### src/rtl/parity_bit_gen_pkg.sv
// Shared definitions for the parity bit generator slice: parity mode
// encodings and the saturation limit helper for the error counter.
package parity_pkg;

  typedef enum logic {
    PAR_EVEN = 1'b0,
    PAR_ODD  = 1'b1
  } par_mode_e;

  // All-ones value of a w-bit counter, w in 1..16; w=16 wraps the shift to 0 so -1 gives 16'hFFFF.
  function automatic logic [15:0] cnt_max(input int unsigned w);
    return (16'd1 << w) - 16'd1;
  endfunction

endpackage

### src/rtl/parity_bit_gen_if.sv
// Nibble/parity bus between a source and the parity generator/checker.
interface parity_bit_gen_if #(
  parameter int unsigned CNT_W = 8
);
  logic             in_valid;
  logic             A;
  logic             B;
  logic             C;
  logic             D;
  logic             odd_sel;
  logic             chk_en;
  logic             par_in;
  logic             E;
  logic [3:0]       data_out;
  logic             out_valid;
  logic             err;
  logic [CNT_W-1:0] err_cnt;

  modport master (
    output in_valid, A, B, C, D, odd_sel, chk_en, par_in,
    input  E, data_out, out_valid, err, err_cnt
  );

  modport slave (
    input  in_valid, A, B, C, D, odd_sel, chk_en, par_in,
    output E, data_out, out_valid, err, err_cnt
  );
endinterface

### src/rtl/parity_bit_gen_tree.sv
// Combinational XOR tree: parity of a nibble, inverted in odd mode.
module parity_tree
  import parity_pkg::*;
(
  input  logic [3:0] data,
  input  par_mode_e  mode,
  output logic       par
);
  always_comb begin
    par = ^data ^ 1'(mode);
  end
endmodule

### src/rtl/parity_bit_gen.sv
// Registered 4-bit parity generator/checker, one-cycle latency, with a
// saturating mismatch counter. Every output comes straight from a flop.
module parity_bit_gen
  import parity_pkg::*;
#(
  parameter int unsigned CNT_W     = 8,
  parameter bit          RESET_ODD = 1'b0
) (
  input logic              clk,
  input logic              rst_n,
  parity_bit_gen_if.slave  bus
);

  localparam logic [15:0]      CNT_MAX_W = cnt_max(CNT_W);
  localparam logic [CNT_W-1:0] CNT_MAX   = CNT_MAX_W[CNT_W-1:0];

  logic [3:0]       nib;
  logic             p;
  par_mode_e        mode;
  logic             e_q;
  logic [3:0]       data_q;
  logic             valid_q;
  logic             err_q;
  logic [CNT_W-1:0] cnt_q;

  assign nib = {bus.A, bus.B, bus.C, bus.D};

  parity_tree u_tree (
    .data (nib),
    .mode (mode),
    .par  (p)
  );

  // Mode is the value registered before this edge, so odd_sel lags one sample.
  always_ff @(posedge clk) begin
    if (!rst_n) begin
      mode    <= par_mode_e'(RESET_ODD);
      e_q     <= 1'b0;
      data_q  <= '0;
      valid_q <= 1'b0;
      err_q   <= 1'b0;
      cnt_q   <= '0;
    end else begin
      mode    <= par_mode_e'(bus.odd_sel);
      valid_q <= bus.in_valid;
      err_q   <= 1'b0;
      if (bus.in_valid) begin
        e_q    <= p;
        data_q <= nib;
        if (bus.chk_en && (bus.par_in != p)) begin
          err_q <= 1'b1;
          if (cnt_q != CNT_MAX) cnt_q <= cnt_q + 1'b1;
        end
      end
    end
  end

  assign bus.E         = e_q;
  assign bus.data_out  = data_q;
  assign bus.out_valid = valid_q;
  assign bus.err       = err_q;
  assign bus.err_cnt   = cnt_q;

endmodule

### src/flat_wrapper.sv
// flat-port wrapper written by rule: the top's interface ports become plain ports
module parity_bit_gen_flat import parity_pkg::*;
#(
  parameter int unsigned CNT_W     = 8,
  parameter bit          RESET_ODD = 1'b0
)
  (clk, rst_n, bus_in_valid, bus_A, bus_B, bus_C, bus_D, bus_odd_sel, bus_chk_en, bus_par_in, bus_E, bus_data_out, bus_out_valid, bus_err, bus_err_cnt);
  parity_bit_gen_if #(.CNT_W(CNT_W)) bus_i ();
  input logic clk;
  input logic rst_n;
  input wire logic [$bits(bus_i.in_valid)-1:0] bus_in_valid;
  input wire logic [$bits(bus_i.A)-1:0] bus_A;
  input wire logic [$bits(bus_i.B)-1:0] bus_B;
  input wire logic [$bits(bus_i.C)-1:0] bus_C;
  input wire logic [$bits(bus_i.D)-1:0] bus_D;
  input wire logic [$bits(bus_i.odd_sel)-1:0] bus_odd_sel;
  input wire logic [$bits(bus_i.chk_en)-1:0] bus_chk_en;
  input wire logic [$bits(bus_i.par_in)-1:0] bus_par_in;
  output wire logic [$bits(bus_i.E)-1:0] bus_E;
  output wire logic [$bits(bus_i.data_out)-1:0] bus_data_out;
  output wire logic [$bits(bus_i.out_valid)-1:0] bus_out_valid;
  output wire logic [$bits(bus_i.err)-1:0] bus_err;
  output wire logic [$bits(bus_i.err_cnt)-1:0] bus_err_cnt;
  assign bus_i.in_valid = bus_in_valid;
  assign bus_i.A = bus_A;
  assign bus_i.B = bus_B;
  assign bus_i.C = bus_C;
  assign bus_i.D = bus_D;
  assign bus_i.odd_sel = bus_odd_sel;
  assign bus_i.chk_en = bus_chk_en;
  assign bus_i.par_in = bus_par_in;
  assign bus_E = bus_i.E;
  assign bus_data_out = bus_i.data_out;
  assign bus_out_valid = bus_i.out_valid;
  assign bus_err = bus_i.err;
  assign bus_err_cnt = bus_i.err_cnt;
  parity_bit_gen #(.CNT_W(CNT_W), .RESET_ODD(RESET_ODD)) u_core (.clk(clk), .rst_n(rst_n), .bus(bus_i));
endmodule
### config.mk
export PLATFORM = sky130hd
export DESIGN_NAME = parity_bit_gen_flat
export DESIGN_NICKNAME = d
export VERILOG_FILES = /design/src/rtl/parity_bit_gen_pkg.sv /design/src/rtl/parity_bit_gen_if.sv /design/src/rtl/parity_bit_gen_tree.sv /design/src/rtl/parity_bit_gen.sv /design/src/flat_wrapper.sv
export SDC_FILE = /design/constraint.sdc
export NUM_CORES = 1
export LEC_CHECK = 0
export ABC_CLOCK_PERIOD_IN_PS = 6300
export CORE_UTILIZATION = 30
export DETAILED_ROUTE_END_ITERATION = 12
export SETUP_SLACK_MARGIN = 0.5
export SLEW_MARGIN = 10
export SYNTH_ARGS = -nofsm -noshare
export SYNTH_HDL_FRONTEND = slang
export SYNTH_SLANG_ARGS = --single-unit
### constraint.sdc
create_clock -name clk -period 6.3 [get_ports clk]
set_clock_uncertainty 0.2 [all_clocks]
set_input_delay 1.89 -clock clk [delete_from_list [all_inputs] [get_ports clk]]
set_output_delay 1.89 -clock clk [all_outputs]
set_load 0.01 [all_outputs]
==> summary.txt, run 1 <==
Clk root buf: clkbuf_4
Final min period: 3.93 ns
Cells on worst reg2reg path: 4
CTS Sinks: 16
Power Dens Cells: 213 nW/um2
Endpoints failing hold: 0
Total CTS buffers: 3
Setup-failing EPs final: 0
Crit path max-delay cell type: or4_1
Max-slew violations: 0
CTS tree: built
Filler cells: 246
Worst r2r src: u_core.mode$_SDFF_PN0_
Setup TNS: 0 ns
Total gr overflow: 0
Top cell type's share of synthesized area: 43.7%
RSZ-0062 raised after global routing: false
Combinational share of power: 19.0%
Max Freq: 0.254 GHz
Worst setup endpoint: u_core.bus.err_cnt[4]$_SDFFE_PN0P_
DIE HEIGHT: 51.4 um
Sequential element share of the synthesized area: 43.7%
WP data arrival: 3.96 ns
Cell mode on critical path: xor3_1
Mapped Area: 733 um2
Synth unique cells: 22
Area delta synth->final: 39.6%
RD Place Congestion: 0.791
WP data required: 6.33 ns
Port Buf Inserts: 24
Hold_ws: 0.298 ns
Buffers & Inverters on Critical Path: 1
Total stage count of the critical path: 5
CP delay by family, top: XOR/XNOR gates
TritonRoute pass-1 iters: 4
H-tree Lvls: 1
CP Cell Sequence: clkdlybuf4s50_1 -> xor3_1 -> xor3_1 -> or4_1 -> a21oi_1
R2R Setup Slk: 4.32 ns
Hold depth: 2
Setup Fix Bufs, Post-CTS: 0
Sequential share of power: 49.6%
Nets: 110
# Max-Cap Violations: 0
Worst-margin pin slew: 0.498 ns
Total die area: 2650 um2
Fraction of layout cells with a size suffix above 1: 4.08%
Synth area leaders: dfxtp_1 44%, mux2i_1 8.2%, xor3_1 6.5%, or4_1 6.1%, o31ai_1 5.1%
Clk_lat worst skew: 0.29 ns
# diodes: 0
Ys Warns: 0
Cell Area, Placed: 987 um2
Clock share of power: 31.4%
Hold WC Path Type: flop to flop
Pint: 0.162 mW
Critical path's largest stage delay: 0.57 ns
CP max FO: 17
Crit Path Class: input port to flop
Instance count of the mapped netlist: 75
Area leader, netlist: dfxtp_1
Worst setup SP type: input port
Number of global-route vias before repair: 609
DR vias: 664
Cts hold-fix bufs: 0
Die width: 51.4 um
Clock transition at path regs: 0.09 ns
Status: completed
Syn_nets: 86
Peak supply drop: 0.000114 V
Detailed-route vias per instance: 5.27
Crit path capture type: flop
Crit path launch: bus_C
Total power: 0.218 mW
Row cnt: 17
Antenna violations before repair: 0
Avg Cell Area, Syn: 9.78 um2
Final wirelength: 1540 um
Largest net degree at the start of global routing: 18
First-pass GRT wire length: 2540 um
Core Area: 2250 um2
Leak Pwr: 0.370 nW
Top Ports: 25
Max-slew headroom: 66.7%
ANT nets after route: 0
Clock tree buffer depth: 2
Post-cts sizing count: 0
# DRC: 0
Most frequent cells in the layout: 24 x clkdlybuf4s50_1, 16 x dfxtp_1, 7 x a21oi_1
1st-iter DRT viols: 11
Final period util: 62.4%
Util after Layout: 45.4%
Switching share of total power: 25.7%
Most common cell after layout, fill and taps aside: clkdlybuf4s50_1
DP Wirelength: 1070 um
Final instance area: 1020 um2
GRT Resource Usage Total: 13.0%
Psw: 0.0560 mW
Reg-to-Reg End: u_core.bus.err_cnt[4]$_SDFFE_PN0P_
Detailed-route wire length per cell: 12.2 um
Starting Density: 32.5%
#FFs+latches synth: 16
==> worst min-delay path, stage by stage (launching register included) <==
cell	delay [ns]
dfxtp_1	0.33
mux2i_1	0.06
nor2_1	0.07
==> logic make-up after synthesis <==
family	share of synthesized area [%]
AO/OA/AOI/OAI	13.8
XOR/XNOR	8.87
adder cells (fa/ha/maj)	1.71
buffers and inverters	4.44
flip-flops	43.7
multiplexers	8.19
AND/OR/NAND/NOR	19.3
==> power by group through the flow <==
stage	Sequential (mW)	Clock, mW	Combinational, mW
after floorplan	0.112	0	0.0238
after global placement	0.110	0	0.0413
after detailed placement	0.110	0	0.0419
after CTS	0.108	0.0699	0.0421
after global routing	0.109	0.0770	0.0455
final	0.108	0.0684	0.0415
==> per-layer routing <==
| layer | global-route usage [%] | vias to the layer above | wire length [um] |
|---|---|---|---|
| met3 | 3.57 | 3 | 123 |
| met1 | 15.2 | 312 | 690 |
| met5 | 0 | - | 0 |
| li1 | - | 327 | - |
| met2 | 21.4 | 22 | 703 |
| met4 | 6.76 | 0 | 23 |
==> Yosys cell counts <==
library cell,count
o41ai_1,1
nand4_1,3
o31ai_1,5
and4_1,1
and2_1,3
or3_1,2
a21oi_1,7
ha_1,1
o21ai_0,2
xor3_1,2
or4_1,6
nor3_1,1
clkbuf_1,3
nand3_1,2
buf_2,2
nand2_1,1
mux2i_1,6
dfxtp_1,16
xnor2_1,2
inv_1,3
nor2_1,5
a41o_1,1
==> how the worst min path moves through the flow <==
stage                                        startpoint                                   to
floorplan            u_core.bus.err_cnt[6]$_SDFFE_PN0P_   u_core.bus.err_cnt[6]$_SDFFE_PN0P_
global placement    u_core.bus.data_out[2]$_SDFFE_PN0P_  u_core.bus.data_out[2]$_SDFFE_PN0P_
detailed placement  u_core.bus.data_out[2]$_SDFFE_PN0P_  u_core.bus.data_out[2]$_SDFFE_PN0P_
CTS                  u_core.bus.err_cnt[6]$_SDFFE_PN0P_   u_core.bus.err_cnt[6]$_SDFFE_PN0P_
global route         u_core.bus.err_cnt[6]$_SDFFE_PN0P_   u_core.bus.err_cnt[6]$_SDFFE_PN0P_
finish              u_core.bus.data_out[2]$_SDFFE_PN0P_  u_core.bus.data_out[2]$_SDFFE_PN0P_
==> flip-flops by register name (all words and copies together), names as in the netlist <==
signal	flops
u_core.bus.err_cnt	8
u_core.bus.data_out	4
u_core.bus.E	1
u_core.bus.err	1
u_core.bus.out_valid	1
u_core.mode	1
==> cell type report <==
cell class	count	area (um2)	share of cell area, %
clock buffer	4	36.3	3.55
inverter	3	11.3	1.10
multi-input combinational	51	380	37.2
sequential	16	320	31.3
tap	28	35.0	3.42
timing repair buffer	24	240	23.5
==> through the flow <==
| step | worst slack [ns] | cells |
|---|---|---|
| after floorplan | 2.82 | 75 |
| after detailed placement | 2.05 | 122 |
| after global placement | 2.09 | 122 |
| final | 2.37 | 126 |
| after CTS | 2.35 | 126 |
| after global routing | 2.28 | 126 |
Note: power is estimated with default switching activity, not from simulation.
==> run 2, diff against run 1 <==
ABC_CLOCK_PERIOD_IN_PS = 3700   (was 6300)
clock period = 3.7 ns   (was 6.3 ns; I/O delays follow)
==> run 2 against run 1 <==
Net effect:
- utilization is 0.39 points higher
- register-to-register slack worse by 2.6 ns
- first-iteration DRC count is 18% lower
- largest cell class unchanged
- via count is 1.1% lower
- worst setup slack worse by 1.8 ns
- final cell count is 0.79% higher
- critical path depth stayed put
==> summary.txt, run 2 (synthesis results as in run 1) <==
Status: completed
Max Freq: 0.321 GHz
WP data required: 3.72 ns (-2.61 ns)
CP Cell Sequence: clkdlybuf4s50_1 -> xor3_1 -> xor3_2 -> or4_1 -> a21oi_1
Final min period: 3.12 ns
RSZ-0062 raised after global routing: false
Sequential share of power: 49.6% (about the same)
CP max FO: 17 (unchanged)
Die width: 51.4 um (unchanged)
Clock share of power: 30.7% (-0.7 points)
Setup-failing EPs final: 0 (unchanged)
Nets: 111 (+0.91%)
Final period util: 84.3%
CTS Sinks: 16 (unchanged)
Worst r2r src: u_core.bus.err_cnt[0]$_SDFFE_PN0P_
ANT nets after route: 0 (unchanged)
Detailed-route wire length per cell: 12.3 um (+0.63%)
Max-slew headroom: 72.6% (+5.8 points)
Area delta synth->final: 40.8%
Max-slew violations: 0 (unchanged)
Clk root buf: clkbuf_4
DR vias: 657 (-1.1%)
Psw: 0.0941 mW (+68%)
Antenna violations before repair: 0 (unchanged)
Clock transition at path regs: 0.09 ns (about the same)
Worst-margin pin slew: 0.411 ns (-0.0869 ns)
Total power: 0.371 mW (+70%)
Endpoints failing hold: 0 (unchanged)
Met1 usage: 17.3% (+2.1 points)
Core Area: 2250 um2 (unchanged)
Largest register FFs: 8 (unchanged)
WP data arrival: 3.14 ns (-0.82 ns)
Crit Path Class: input port to flop
1st-iter DRT viols: 9 (-2)
HP Start: u_core.bus.E$_SDFFE_PN0P_
Total CTS buffers: 3 (unchanged)
Top Ports: 25 (unchanged)
Pint: 0.277 mW (+71%)
Met3 Use GR: 2.98% (-0.60 points)
Starting Density: 32.5% (unchanged)
Setup TNS: 0 ns (unchanged)
DIE HEIGHT: 51.4 um (unchanged)
GRT Resource Usage Total: 13.8% (+0.77 points)
First-pass GRT wire length: 2640 um (+3.8%)
Crit path launch: bus_C
DP Wirelength: 1100 um (+2.6%)
Worst setup SP type: input port
Crit path max-delay cell type: or4_1
Total die area: 2650 um2 (unchanged)
Total gr overflow: 0 (unchanged)
# DRC: 0 (unchanged)
Detailed-route vias per instance: 5.17 (-1.8%)
Port Buf Inserts: 24 (unchanged)
Critical path's largest stage delay: 0.54 ns (-0.03 ns)
GRT met2 Usage: 20.8% (-0.65 points)
Most frequent cells in the layout: 24 x clkdlybuf4s50_1, 16 x dfxtp_1, 7 x a21oi_1
Fraction of layout cells with a size suffix above 1: 6.06% (+2.0 points)
Crit path capture type: flop
Hold WC Path Type: flop to flop
H-tree Lvls: 1 (unchanged)
Row cnt: 17 (unchanged)
Cts hold-fix bufs: 0 (unchanged)
Final wirelength: 1560 um (+1.4%)
Combinational share of power: 19.7% (+0.7 points)
# Max-Cap Violations: 0 (unchanged)
Power Dens Cells: 360 nW/um2 (+69%)
Most common cell after layout, fill and taps aside: clkdlybuf4s50_1
GRT busiest layer: met2
Clk_lat worst skew: 0.28 ns (about the same)
Leak Pwr: 0.376 nW (+1.5%)
Peak supply drop: 0.000166 V (+45%)
Switching share of total power: 25.4% (-0.33 points)
Largest net degree at the start of global routing: 18 (unchanged)
Clock tree buffer depth: 2 (unchanged)
Number of global-route vias before repair: 587 (-3.6%)
RD Place Congestion: 0.771 (-2.5%)
# diodes: 0 (unchanged)
TritonRoute pass-1 iters: 4 (unchanged)
CTS tree: built
==> run 2: changes by cell type in the layout (fill, tap and decap cells not counted), sizes merged <==
cell | previous run | this run
buf | 0 | 1
==> run 2: metrics by stage <==
| stage | worst slack [ns] | utilization, % | cell area [um2] | hold WS [ns] | std cells |
|---|---|---|---|---|---|
| after floorplan | 0.997 | - | 733 | 0.305 | 75 |
| after global placement | 0.267 | 44.1 | 995 | 0.275 | 123 |
| after detailed placement | 0.235 | 44.1 | 995 | 0.284 | 123 |
| after CTS | 0.527 | 45.7 | 1030 | 0.312 | 127 |
| after global routing | 0.508 | 45.8 | 1030 | 0.333 | 127 |
| final | 0.580 | 45.8 | 1030 | 0.303 | 127 |
==> run 2: power by group through the flow <==
stage          Combinational [mW]  Sequential [mW]  Clock (mW)
2_1_floorplan              0.0405            0.191           0
3_3_place_gp               0.0714            0.188           0
3_5_place_dp               0.0723            0.188           0
4_1_cts                    0.0728            0.184       0.120
5_1_grt                    0.0807            0.185       0.130
6_report                   0.0732            0.184       0.114
==> run 2: final cells by class <==
cell class                      count  area [um2]
Clock buffer                        4        36.3
Multi-Input combinational cell     51         382
Inverter                            3        11.3
Timing Repair Buffer               25         248
Fill cell                         236        1220
Tap cell                           28        35.0
Sequential cell                    16         320
==> run 2: what timing repair did <==
action | 4_1_cts | 5_1_grt
resized for setup | 0 | 1
endpoints found under the setup margin | 0 | 5
setup buffers | 0 | 0
==> run 2: critical path: cells and delay by family <==
family	cells	cell delay, ns
xor+xnor	2	0.86
simple gates	1	0.54
buf+inv	1	0.48
compound gates	1	0.15
==> run 2: worst paths after layout <==
kind                                             end  slack [ns]  cells past startpoint
hold / removal             u_core.bus.E$_SDFFE_PN0P_        0.30                      2
setup / recovery  u_core.bus.err_cnt[4]$_SDFFE_PN0P_        0.58                      5
hold reg to reg            u_core.bus.E$_SDFFE_PN0P_        0.30                      2
setup reg to reg  u_core.bus.err_cnt[4]$_SDFFE_PN0P_        1.75                      4
==> run 2: layer usage <==
| metal | share of wire [%] | up-vias |
|---|---|---|
| met5 | 0 | - |
| met4 | 2.6 | 0 |
| met3 | 7.0 | 5 |
| met2 | 44 | 26 |
| met1 | 47 | 296 |
| li1 | - | 330 |
==> variant 1, RTL diff (settings of run 1) <==
Make the reset (`rst_n`) asynchronous in one clocked block.
--- a/src/rtl/parity_bit_gen.sv
+++ b/src/rtl/parity_bit_gen.sv
@@ -32,7 +32,7 @@
   );
 
   // Mode is the value registered before this edge, so odd_sel lags one sample.
-  always_ff @(posedge clk) begin
+  always_ff @(posedge clk or negedge rst_n) begin
     if (!rst_n) begin
       mode    <= par_mode_e'(RESET_ODD);
       e_q     <= 1'b0;
Formal check against the unedited RTL: differs if rst_n is asserted again (counterexample within 4 cycles, from zero or initial values and one cycle with rst_n low); with rst_n held inactive, the same outputs for 10 cycles.
==> variant 1 against run 1 <==
Synthesized cell count is 25% lower. Global-route usage is 0.28 points lower. Wire length is 3.4% lower. Cell area is 4.8% higher. Via count is 22% lower. Count of clock-buffer cells in the layout stayed put. First-iteration DRC count is 73% lower. Area after synthesis is 4.8% higher. Register-to-register slack hardly changed. Sequential cell count stayed put. Setup slack worse by 0.024 ns. Final cell count is 13% lower. Critical path type unchanged. Critical endpoint is now u_core.bus.err_cnt[1]$_DFFE_PN0P_. Largest cell class is now flip-flops and latches.
Power is not compared: it rests on default switching activity, and its combinational part moved more than twofold at a synthesized area within 25%.
==> variant 1: results (changes against run 1) <==
metric;value;unit;change
Reg clk slew, reported paths;0.09;ns;about the same
root buffer cell;clkbuf_4;;unchanged
number of global-route vias before repair;518;;was 609
cells on worst reg2reg path;4;;unchanged
Seq/Total Area, Yosys;52.12;%;was 43.69%
Slew headroom;53.20;%;was 66.73%
total track usage;12.74;%;was 13.02%
antenna violations before repair;0;;unchanged
syn nets;67;;was 86
Yosys cell types;19;;was 22
CP top delay family;XOR/XNOR gates;;unchanged
RePlAce Congestion;0.6766;;was 0.7907
HP Class;reg2reg;;unchanged
drt first-iter violations;3;;was 11
port buffer count;24;;unchanged
Post-Route WL;1.488;mm;was 1.541 mm
critical path arrival;3.93;ns;was 3.96 ns
clock buffer depth;2;;unchanged
layout net count;94;;was 110
Final Hold Viols;0;;unchanged
Async SR Flop Fraction;100.0;%;was 0%
Slowest-stage cell, CP;xnor3_2;;was or4_1
n_diodes;0;;unchanged
placed inst area;0.001036;mm²;was 987.2 µm²
CTS buffer count;3;;unchanged
ranking of synthesized cells by area;dfrtp_1, nor4_2, xor2_1, xnor3_2, mux2_2;;was dfxtp_1, mux2i_1, xor3_1, or4_1, o31ai_1
max reg flops;8;;unchanged
R2R setup slack;4.33;ns;was 4.32 ns
Post-CTS Setup Bufs;0;;unchanged
Max FO, Critical Path;8;;was 17
Lkg Pwr;0.0004645;µW;
pin count of the biggest net entering global routing;17;;was 18
Worst-Skew Late Latency;0.29;ns;about the same
global-route wire length before repair;2.449;mm;was 2.539 mm
Ys Warns;0;;unchanged
status;completed;;unchanged
CTS resizes;0;;unchanged
Vias/cell;4.736;;was 5.270
worst hold path depth;1;;was 2
ys flop type;dfrtp_1;;was dfxtp_1
H-tree Lvls;1;;unchanged
most frequent cells after synthesis;dfrtp_1, xor2_1, nor4_2;;was dfxtp_1, a21oi_1, mux2i_1, or4_1
layout cells sized above 1;20.73;%;was 4.082%
maximum vdd drop;0.1295;mV;
Layout fillers;231;;was 246
Initial Utilization;33.14;%;was 32.52%
max incr delay on CP;0.51;ns;was 0.57 ns
DR pass1 iterations;4;;unchanged
-- variant 1: changes by cell type after synthesis, moves of 5 or more --
cell	change
a21oi_1	-7
or4_1	-6
nor4_2	+5
mux2i_1	-5
o31ai_1	-5
dfxtp_1	-16
xor2_1	+7
dfrtp_1	+16
-- variant 1: cell families (layout without fill, tap and decap cells) --
kind of cell | Yosys count | after routing | synth area share [%]
AND/OR/NAND/NOR | 18 | 18 | 19.22
flip-flops | 16 | 16 | 52.12
XOR/XNOR | 11 | 11 | 16.45
multiplexers | 6 | 6 | 8.631
buffers and inverters | 4 | 30 | 1.955
adder cells (fa/ha/maj) | 1 | 1 | 1.628
-- variant 1: per-layer routing --
layer	part of all wire [%]	vias up	GRT usage, %
met2	46	19	20.68
met4	1.9	0	6.579
met3	6.5	6	3.188
met5	0	-	0
li1	-	250	-
met1	46	246	15.40
-- variant 1: worst paths after layout --
path	start	end
setup / recovery	bus_C	u_core.bus.err_cnt[1]$_DFFE_PN0P_
hold reg to reg	u_core.bus.err_cnt[6]$_DFFE_PN0P_	u_core.bus.err_cnt[6]$_DFFE_PN0P_
hold / removal	u_core.bus.err_cnt[6]$_DFFE_PN0P_	u_core.bus.err_cnt[6]$_DFFE_PN0P_
min in group asynchronous	rst_n	u_core.bus.data_out[1]$_DFFE_PN0P_
setup reg to reg	u_core.mode$_DFF_PN0_	u_core.bus.err_cnt[1]$_DFFE_PN0P_
max in group asynchronous	rst_n	u_core.mode$_DFF_PN0_
-- variant 1: cell type report --
type,instances,area [µm²],share of cell area (%)
timing repair buffer,24,240.2,22.40
multi-input combinational,36,352.8,32.91
clock buffer,4,36.28,3.384
inverter,2,7.507,0.7001
tap,28,35.03,3.267
sequential,16,400.4,37.34
-- variant 1: power breakdown --
| part | leakage, µW | switching [µW] | total, µW | internal, µW |
|---|---|---|---|---|
| combinational | 0.000246 | 47.5 | 114 | 66.7 |
| clock | 0.0000210 | 32.3 | 67.5 | 35.2 |
| sequential | 0.000197 | 27.3 | 153 | 125 |
-- variant 1: stage by stage --
step | cells | total power (µW) | setup WS [ns] | utilization (%) | hold slack [ns]
2_1_floorplan | 56 | 205.3 | 2.635 | - | 0.3156
3_3_place_gp | 106 | 269.2 | 2.099 | 44.68 | 0.2779
3_5_place_dp | 106 | 269.9 | 2.047 | 44.68 | 0.2929
4_1_cts | 110 | 338.4 | 2.350 | 46.25 | 0.3068
5_1_grt | 110 | 356.2 | 2.278 | 46.25 | 0.3210
6_report | 110 | 334.3 | 2.344 | 46.25 | 0.3001
==> variant 2, RTL diff (flow settings as in run 1) <==
Made on the original files. `CNT_W` is set to 8 in 3 places; all go to 12.
--- a/src/rtl/parity_bit_gen_if.sv
+++ b/src/rtl/parity_bit_gen_if.sv
@@ -1,6 +1,6 @@
 // Nibble/parity bus between a source and the parity generator/checker.
 interface parity_bit_gen_if #(
-  parameter int unsigned CNT_W = 8
+  parameter int unsigned CNT_W = 12
 );
   logic             in_valid;
   logic             A;
--- a/src/rtl/parity_bit_gen.sv
+++ b/src/rtl/parity_bit_gen.sv
@@ -3,7 +3,7 @@
 module parity_bit_gen
   import parity_pkg::*;
 #(
-  parameter int unsigned CNT_W     = 8,
+  parameter int unsigned CNT_W     = 12,
   parameter bit          RESET_ODD = 1'b0
 ) (
   input logic              clk,
--- a/src/flat_wrapper.sv
+++ b/src/flat_wrapper.sv
@@ -1,7 +1,7 @@
 // flat-port wrapper written by rule: the top's interface ports become plain ports
 module parity_bit_gen_flat import parity_pkg::*;
 #(
-  parameter int unsigned CNT_W     = 8,
+  parameter int unsigned CNT_W     = 12,
   parameter bit          RESET_ODD = 1'b0
 )
   (clk, rst_n, bus_in_valid, bus_A, bus_B, bus_C, bus_D, bus_odd_sel, bus_chk_en, bus_par_in, bus_E, bus_data_out, bus_out_valid, bus_err, bus_err_cnt);
Interface: changed (resized bus_err_cnt); port bits go from 25 to 29. The function was not compared with the original's and may differ.
==> variant 2 against run 1 <==
Synthesized cell count up 41%. Power up 6.8%. Cell area up 27%. Sequential power up 23%. Sequential cell count up 4. Clock power down 15%. Wire length up 34%. Area after synthesis up 31%. Setup slack worse by 0.16 ns.
==> variant 2: results (changes against run 1) <==
metric;value;unit;change
status;completed;;unchanged
clock buffer depth;2;;unchanged
number of global-route vias before repair;797;;was 609
root buffer cell;clkbuf_4;;unchanged
max reg flops;12;;was 8
detailed-route via count;817;;was 664
RePlAce Congestion;0.7644;;was 0.7907
layout cells sized above 1;5.263;%;was 4.082%
Ys Warns;0;;unchanged
n_diodes;0;;unchanged
Compound-Gate Fraction of Synth Area;9.399;%;was 13.82%
placed cell count;174;;was 122
Synth Area in Adders;1.305;%;was 1.706%
global-route wire length before repair;3.546;mm;was 2.539 mm
antenna violations before repair;0;;unchanged
mux cell area share after synthesis;11.49;%;was 8.191%
syn nets;117;;was 86
Post-Route WL;2.060;mm;was 1.541 mm
Post-CTS Setup Bufs;0;;unchanged
layout net count;146;;was 110
Post-DP HPWL;1.555;mm;was 1.075 mm
critical path arrival;4.12;ns;was 3.96 ns
HP Class;reg2reg;;unchanged
Worst-Skew Late Latency;0.29;ns;about the same
Lkg Pwr;0.0004903;µW;was 0.0003703 µW
Least-Margin Pin Slew;0.6406;ns;was 0.4982 ns
Seq/Total Area, Yosys;41.78;%;was 43.69%
Final Non-Filler Cells;177;;was 126
Layout fillers;319;;was 246
max incr delay on CP;0.49;ns;was 0.57 ns
total track usage;13.92;%;was 13.02%
Max FO, Critical Path;6;;was 17
Mapped Cells;106;;was 75
port buffer count;28;;was 24
DR pass1 iterations;4;;unchanged
Yosys cell types;30;;was 22
ranking of synthesized cells by area;dfxtp_1, mux2i_1, nand2_1, nor2_1, nand3_1;;was dfxtp_1, mux2i_1, xor3_1, or4_1, o31ai_1
pin count of the biggest net entering global routing;18;;unchanged
drt first-iter violations;19;;was 11
ys flop type;dfxtp_1;;unchanged
Post-Place Setup Slack;1.880;ns;was 2.053 ns
Internal;175.9;µW;was 162.0 µW
Slowest-stage cell, CP;clkdlybuf4s50_1;;was or4_1
setup TNS;0;ns;unchanged
Post-Synth XOR/XNOR Area;7.572;%;was 8.874%
CTS resizes;0;;unchanged
maximum vdd drop;0.09462;mV;was 0.1142 mV
placed inst area;0.001277;mm²;was 987.2 µm²
most frequent cells after synthesis;dfxtp_1, nand2_1, mux2i_1;;was dfxtp_1, a21oi_1, mux2i_1, or4_1
-- variant 2: cell types whose count changed after synthesis, moves of 5 or more --
cell,delta
mux2i_1,+5
nand2_1,+11
nand3_1,+5
nor2_1,+5
o31ai_1,-5
or4_1,-6
-- variant 2: per-stage QoR --
step / util (%) / power (µW)
after global placement: 41.84 / 177.5
final: 42.58 / 232.8
after global routing: 42.58 / 247.4
after floorplan: - / 160.6
after detailed placement: 41.84 / 178.3
after CTS: 42.58 / 238.4
-- variant 2: logic make-up after synthesis --
kind of cell               count (synthesis)
DFF                                       20
adders and majority gates                  1
muxes                                     11
and+or+nand+nor                           47
xor gates and xnor gates                   5
AOI/OAI and AO/OA                         12
buffers and inverters                     10
-- variant 2: metal layers --
metal	up-vias	wire length [µm]	track usage (%)
met5	-	0	0
met4	0	27	5.102
met3	2	87	3.516
met2	18	950	22.99
met1	380	995	17.57
li1	417	-	-
-- variant 2: cell type report --
cell class | count | share of cell area [%]
Sequential cell | 20 | 30.80
Multi-Input combinational cell | 76 | 39.94
Timing Repair Buffer | 28 | 21.56
Clock buffer | 3 | 1.732
Inverter | 6 | 1.732
Tap cell | 44 | 4.235
-- variant 2: power by group through the flow --
stage / clock [µW] / sequential [µW] / combinational (µW)
6_report: 57.9 / 133 / 41.4
5_1_grt: 67.3 / 134 / 45.8
4_1_cts: 62.8 / 134 / 42.1
3_5_place_dp: 0 / 136 / 41.9
3_3_place_gp: 0 / 136 / 41.5
2_1_floorplan: 0 / 138 / 22.6
-- variant 2: worst paths after layout --
kind         slack, ns                           startpoint  cells after the start                                  end
max               2.21                                bus_B                      6   u_core.bus.err_cnt[8]$_SDFFE_PN0P_
min               0.29  u_core.bus.err_cnt[10]$_SDFFE_PN0P_                      2  u_core.bus.err_cnt[10]$_SDFFE_PN0P_
max reg2reg       4.15               u_core.mode$_SDFF_PN0_                      5   u_core.bus.err_cnt[8]$_SDFFE_PN0P_
min reg2reg       0.29  u_core.bus.err_cnt[10]$_SDFFE_PN0P_                      2  u_core.bus.err_cnt[10]$_SDFFE_PN0P_
-- variant 2: critical path, delay by kind of cell --
kind,cells,cell delay (ns)
mux,1,0.21
buf+inv,1,0.49
simple gates,2,0.64
xor+xnor,2,0.89
